===== src/rtl/temp_entry_pkg.sv =====
// temp_entry_pkg: scancodes, FSM state encoding and BCD helper shared by the temperature entry block
package temp_entry_pkg;
  localparam logic [7:0] SC_BRK = 8'hF0;
  localparam logic [7:0] SC_EXT = 8'hE0;
  localparam logic [7:0] SC_ENTER = 8'h5A;
  localparam logic [7:0] SC_BKSP = 8'h66;
  localparam logic [7:0] SC_D0 = 8'h45;
  localparam logic [7:0] SC_D1 = 8'h16;
  localparam logic [7:0] SC_D2 = 8'h1E;
  localparam logic [7:0] SC_D3 = 8'h26;
  localparam logic [7:0] SC_D4 = 8'h25;
  localparam logic [7:0] SC_D5 = 8'h2E;
  localparam logic [7:0] SC_D6 = 8'h36;
  localparam logic [7:0] SC_D7 = 8'h3D;
  localparam logic [7:0] SC_D8 = 8'h3E;
  localparam logic [7:0] SC_D9 = 8'h46;
  localparam logic [1:0] S_EMPTY = 2'd0;
  localparam logic [1:0] S_ONE = 2'd1;
  localparam logic [1:0] S_TWO = 2'd2;
  localparam logic [1:0] S_OUT = 2'd3;
  // tens*10 + units using shifts only
  function automatic logic [6:0] bcd2bin(input logic [3:0] t, input logic [3:0] u);
    return {t, 3'b000} + {2'b00, t, 1'b0} + {3'b000, u};
  endfunction
endpackage


===== src/rtl/scan_to_digit.sv =====
// scan_to_digit: decodes a PS/2 set-2 make code into a decimal digit
module scan_to_digit
  import temp_entry_pkg::*;
(
  input  logic [7:0] code,
  output logic       is_digit,
  output logic [3:0] digit
);
  always_comb begin
    is_digit = 1'b1;
    digit = 4'd0;
    case (code)
      SC_D0: digit = 4'd0;
      SC_D1: digit = 4'd1;
      SC_D2: digit = 4'd2;
      SC_D3: digit = 4'd3;
      SC_D4: digit = 4'd4;
      SC_D5: digit = 4'd5;
      SC_D6: digit = 4'd6;
      SC_D7: digit = 4'd7;
      SC_D8: digit = 4'd8;
      SC_D9: digit = 4'd9;
      default: is_digit = 1'b0;
    endcase
  end
endmodule


===== src/rtl/temp_entry_ctrl.sv =====
// temp_entry_ctrl: assembles two-digit temperature entries from PS/2 scancodes
// and hands them downstream over valid/ready, gating the receiver while one is pending.
module temp_entry_ctrl
  import temp_entry_pkg::*;
#(
  parameter int TIMEOUT_CYC = 100_000_000,
  parameter int TW = 27
) (
  input  logic       clk,
  input  logic       reset,
  input  logic       rx_done_tick,
  input  logic [7:0] dout,
  output logic       rx_en,
  output logic       entry_valid,
  input  logic       entry_ready,
  output logic [3:0] tens,
  output logic [3:0] units,
  output logic [6:0] value,
  output logic       busy,
  output logic       err
);
  logic [1:0] state, nxt;
  logic brk, ext, brk_n, ext_n, err_n, is_digit, acc, expire, partial;
  logic [3:0] tens_n, units_n, dig;
  logic [6:0] value_n;
  logic [TW-1:0] cnt;
  scan_to_digit u_dec (.code(dout), .is_digit(is_digit), .digit(dig));
  assign acc = rx_done_tick & rx_en;
  assign partial = (state == S_ONE) || (state == S_TWO);
  assign expire = partial && (cnt == TW'(TIMEOUT_CYC - 1));
  always_comb begin
    nxt = state;
    tens_n = tens;
    units_n = units;
    value_n = value;
    brk_n = brk;
    ext_n = ext;
    err_n = 1'b0;
    if (state == S_OUT) begin
      if (entry_ready) begin
        nxt = S_EMPTY;
        tens_n = 4'd0;
        units_n = 4'd0;
        value_n = 7'd0;
      end
    end else if (acc) begin
      if (dout == SC_BRK) brk_n = 1'b1;
      else if (dout == SC_EXT) ext_n = 1'b1;
      else begin
        brk_n = 1'b0;
        ext_n = 1'b0;
        // a break code swallows whatever follows; an E0 prefix only passes keypad Enter
        if (!brk && dout == SC_ENTER) begin
          if (state == S_TWO) begin
            nxt = S_OUT;
            value_n = bcd2bin(tens, units);
          end else begin
            nxt = S_EMPTY;
            tens_n = 4'd0;
            units_n = 4'd0;
            err_n = 1'b1;
          end
        end else if (!brk && !ext && is_digit) begin
          if (state == S_EMPTY) begin
            nxt = S_ONE;
            tens_n = dig;
          end else if (state == S_ONE) begin
            nxt = S_TWO;
            units_n = dig;
          end else err_n = 1'b1;
        end else if (!brk && !ext && dout == SC_BKSP) begin
          if (state == S_TWO) begin
            nxt = S_ONE;
            units_n = 4'd0;
          end else if (state == S_ONE) begin
            nxt = S_EMPTY;
            tens_n = 4'd0;
          end
        end
      end
    end else if (expire) begin
      nxt = S_EMPTY;
      tens_n = 4'd0;
      units_n = 4'd0;
    end
    if (nxt == S_EMPTY && state != S_EMPTY) begin
      brk_n = 1'b0;
      ext_n = 1'b0;
    end
  end
  always_ff @(posedge clk) begin
    if (!reset) begin
      state <= S_EMPTY;
      brk <= 1'b0;
      ext <= 1'b0;
      cnt <= '0;
      rx_en <= 1'b0;
      entry_valid <= 1'b0;
      tens <= 4'd0;
      units <= 4'd0;
      value <= 7'd0;
      busy <= 1'b0;
      err <= 1'b0;
    end else begin
      state <= nxt;
      brk <= brk_n;
      ext <= ext_n;
      cnt <= (acc || expire || !partial) ? '0 : cnt + 1'b1;
      rx_en <= nxt != S_OUT;
      entry_valid <= nxt == S_OUT;
      tens <= tens_n;
      units <= units_n;
      value <= value_n;
      busy <= (nxt == S_ONE) || (nxt == S_TWO);
      err <= err_n;
    end
  end
endmodule


===== config.mk =====
export PLATFORM = sky130hd
export DESIGN_NAME = temp_entry_ctrl
export DESIGN_NICKNAME = d
export VERILOG_FILES = /design/src/rtl/temp_entry_pkg.sv /design/src/rtl/scan_to_digit.sv /design/src/rtl/temp_entry_ctrl.sv
export SDC_FILE = /design/constraint.sdc
export NUM_CORES = 1
export LEC_CHECK = 0
export ABC_AREA = 1
export CAP_MARGIN = 20
export CORE_MARGIN = 2
export CORE_UTILIZATION = 30
export CTS_CLUSTER_SIZE = 28
export DETAILED_ROUTE_END_ITERATION = 12
export HOLD_SLACK_MARGIN = 0.08
export SLEW_MARGIN = 40
export SYNTH_ARGS = -nofsm -noshare
export SYNTH_HDL_FRONTEND = slang
export SYNTH_SLANG_ARGS = --single-unit

===== constraint.sdc =====
create_clock -name clk -period 4.7 [get_ports clk]
set_input_delay 0.94 -clock clk [delete_from_list [all_inputs] [get_ports clk]]
set_output_delay 0.94 -clock clk [all_outputs]
set_load 0.05 [all_outputs]

==> impl_metrics.env <==
export IMPL_areaGrowthSynthToFinish_pct=19.0
export IMPL_postCtsSetupRepairBufs=0
export IMPL_yosys_area_share_simple=0.402
export IMPL_grt_total_usage=0.120
export IMPL_die_area_um2=10800
export IMPL_synth_edf_count=0
export IMPL_cts_tree="built"
export IMPL_finalCriticalPeriod_ps=3080
export IMPL_htree_levels=2
export IMPL_fin_skew_ps=4.90
export IMPL_drive_above_1_share=0.0896
export IMPL_slew_viol_final=0
export IMPL_synthXorXnorAreaFrac=0.0583
export IMPL_synth_most_common_cell="nand2_1"
export IMPL_cp_slowest_cell="clkdlybuf4s50_1"
export IMPL_crit_family="simple AND/OR/NAND/NOR gates"
export IMPL_port_buffers=30
export IMPL_leakagePower_nw=1.41
export IMPL_clk_latency_ps=300
export IMPL_detail_route_vias_per_cell=4.48
export IMPL_cts_buffers=5
export IMPL_rows=36
export IMPL_min_period_over_period=0.655
export IMPL_clkSinkCount=50
export IMPL_grt_max_degree=28
export IMPL_ir_worst_vdd_v=0.000131
export IMPL_coreArea_um2=9730
export IMPL_start_util=0.309
export IMPL_routabilityCongestion=0.880
export IMPL_cp_common_cell="nand2_1"
export IMPL_antenna_left=0
export IMPL_synth_compound_area_frac=0.0517
export IMPL_endpoint_kind="flip-flop"
export IMPL_grt_pass1_wl_um=11100
export IMPL_critPathMaxStageDelay_ps=480
export IMPL_dr_total_vias=2745
export IMPL_synth_top_area_cell="dfxtp_1"
export IMPL_setup_viol=0
export IMPL_ys_warn_count=0
export IMPL_rsz0062_at_grt="no"
export IMPL_async_reset_ff_frac=0
export IMPL_synth_cell_type_count=31
export IMPL_start_kind="primary input"
export IMPL_worstSetupPathType="primary input to flip-flop"
export IMPL_synthAdderAreaFrac=0.0758
export IMPL_finalPower_uw=854
export IMPL_netlist_area_um2=3000
export IMPL_maxCapViolCount=0
export IMPL_worstPathMaxFanout=7
export IMPL_synth_commonest_cells="nand2_1 (122), nor2_1 (78), dfxtp_1 (50), inv_1 (50), a21oi_1 (20)"
export IMPL_postCtsResizedCells=0
export IMPL_power_density_nw_per_um2=239
export IMPL_synthMuxAreaShare=0
export IMPL_wirelength_um=6350
export IMPL_status="completed"
export IMPL_synth_cells=446
export IMPL_dr_first_iter_drc_count=119
export IMPL_drc=0
export IMPL_diodes=0
export IMPL_io_pins=31
export IMPL_drt_pass1_iter_count=4
export IMPL_grt_pass1_vias=2570
export IMPL_tightest_slew_ps=720
export IMPL_dp_cells=605
export IMPL_final_area_um2=3570
export IMPL_cts_max_path_buffers=2
export IMPL_yosys_top_cells_area="dfxtp_1 (33%), nand2_1 (15%), nor2_1 (9.7%), ha_1 (6.3%), inv_1 (6.3%)"
export IMPL_clockRootBuffer="clkbuf_8"
export IMPL_hold_path_class="flip-flop to flip-flop"
export IMPL_layout_nets=508
export IMPL_dp_hpwl_um=5030
export IMPL_crit_required_ps=4950
export IMPL_finalSetupTns_ps=0
export IMPL_stdcell_count=613
export IMPL_crit_buf_inv=4
export IMPL_synthFlopType="dfxtp_1"
export IMPL_whs_ps=469
export IMPL_syn_area_per_cell_um2=6.73
export IMPL_synth_top_family_by_area="simple AND/OR/NAND/NOR gates"
export IMPL_die_w_um=104
export IMPL_placed_area_um2=3450
export IMPL_hold_violations=0
export IMPL_grt_ovfl_total=0
export IMPL_fmax_ghz=0.325
export IMPL_ys_seq_area_frac=0.333
export IMPL_worstPathArrival_ps=3330
export IMPL_synth_fp_nets=475
export IMPL_wl_per_cell_um=10.4
export IMPL_synth_top_area_share=0.333
export IMPL_die_h_um=104
export IMPL_ctsHoldBuffers=0
export IMPL_slew_headroom=0.517
export IMPL_ys_ff_latch=50
export IMPL_crit_chain="clkdlybuf4s50_1 -> inv_1 -> nand2_1 -> nor2_1 -> nand2_1 -> nand2_1 -> nor2_1 -> nand3_2 -> nand2_4 -> inv_2 -> nor2_1 -> nand2_1 -> nand3_1 -> nand2_1 -> nand2_1 -> inv_1 -> ha_1 -> a21oi_1 -> nand2_1 -> nor2_1"
export IMPL_antenna_found_initial=0
export IMPL_clkSlewWorstSetupHoldPaths_ps=100
[path summary, 6_finish.rpt]
kind         slack (ps)  cells after the start  endpoint      from
max                1620                     20       ext   dout[7]
max reg2reg        2220                     10   cnt[26]  state[1]
min reg2reg         470                      1    cnt[0]    cnt[0]
min                 470                      1    cnt[0]    cnt[0]
[per-layer routing]
layer | routed length, um | GRT usage | up-vias
li1 | - | - | 1448
met1 | 3110 | 0.155 | 1252
met2 | 3000 | 0.202 | 41
met3 | 197 | 0.0288 | 4
met4 | 33 | 0.0280 | 0
met5 | 0 | 0 | -
[cell usage in the layout, fill, tap and decap left out, types with 6 or more instances in the layout]
master / n
ha_1: 15
o21ai_0: 8
inv_2: 8
xnor2_1: 9
nand3_1: 18
nor2_1: 78
nand4_1: 8
inv_1: 50
nor3_1: 9
xor2_1: 11
dfxtp_1: 50
clkdlybuf4s50_1: 30
nor2_4: 6
nand2_1: 122
a21oi_1: 20
[stage by stage]
step	utilization	setup WS [ps]
after floorplan	-	2140
after global placement	0.355	1360
after global routing	0.367	1360
after detailed placement	0.355	1300
after CTS	0.367	1620
final	0.367	1620
[registers in the layout, indices dropped and copies added, names as in the netlist]
signal and cells:
brk 1, state 2, busy 1, err 1
rx_en 1, tens 4, units 4, cnt 27
entry_valid 1, value 7, ext 1
[final cells by class]
type	count	area (um2)
fill	1055	6160
sequential	50	1000
timing repair buffer	30	300
inverter	59	221
tap	133	166
multi-input combinational	333	1770
clock buffer	5	68.8
clock inverter	3	48.8
[where the power goes]
group          switching (mW)  total, mW  internal [mW]
Clock                   0.155      0.318          0.162
Combinational          0.0638      0.101         0.0369
Sequential            0.00613      0.436          0.430
[cells by family (layout without fill, tap and decap cells)]
family / Yosys count / after routing
XOR/XNOR: 20 / 20
AND/OR/NAND/NOR: 266 / 266
flip-flops: 50 / 50
buffers and inverters: 63 / 97
adder cells (fa/ha/maj): 17 / 17
AO/OA/AOI/OAI: 30 / 30
Note: power is estimated with default switching activity, not from simulation.
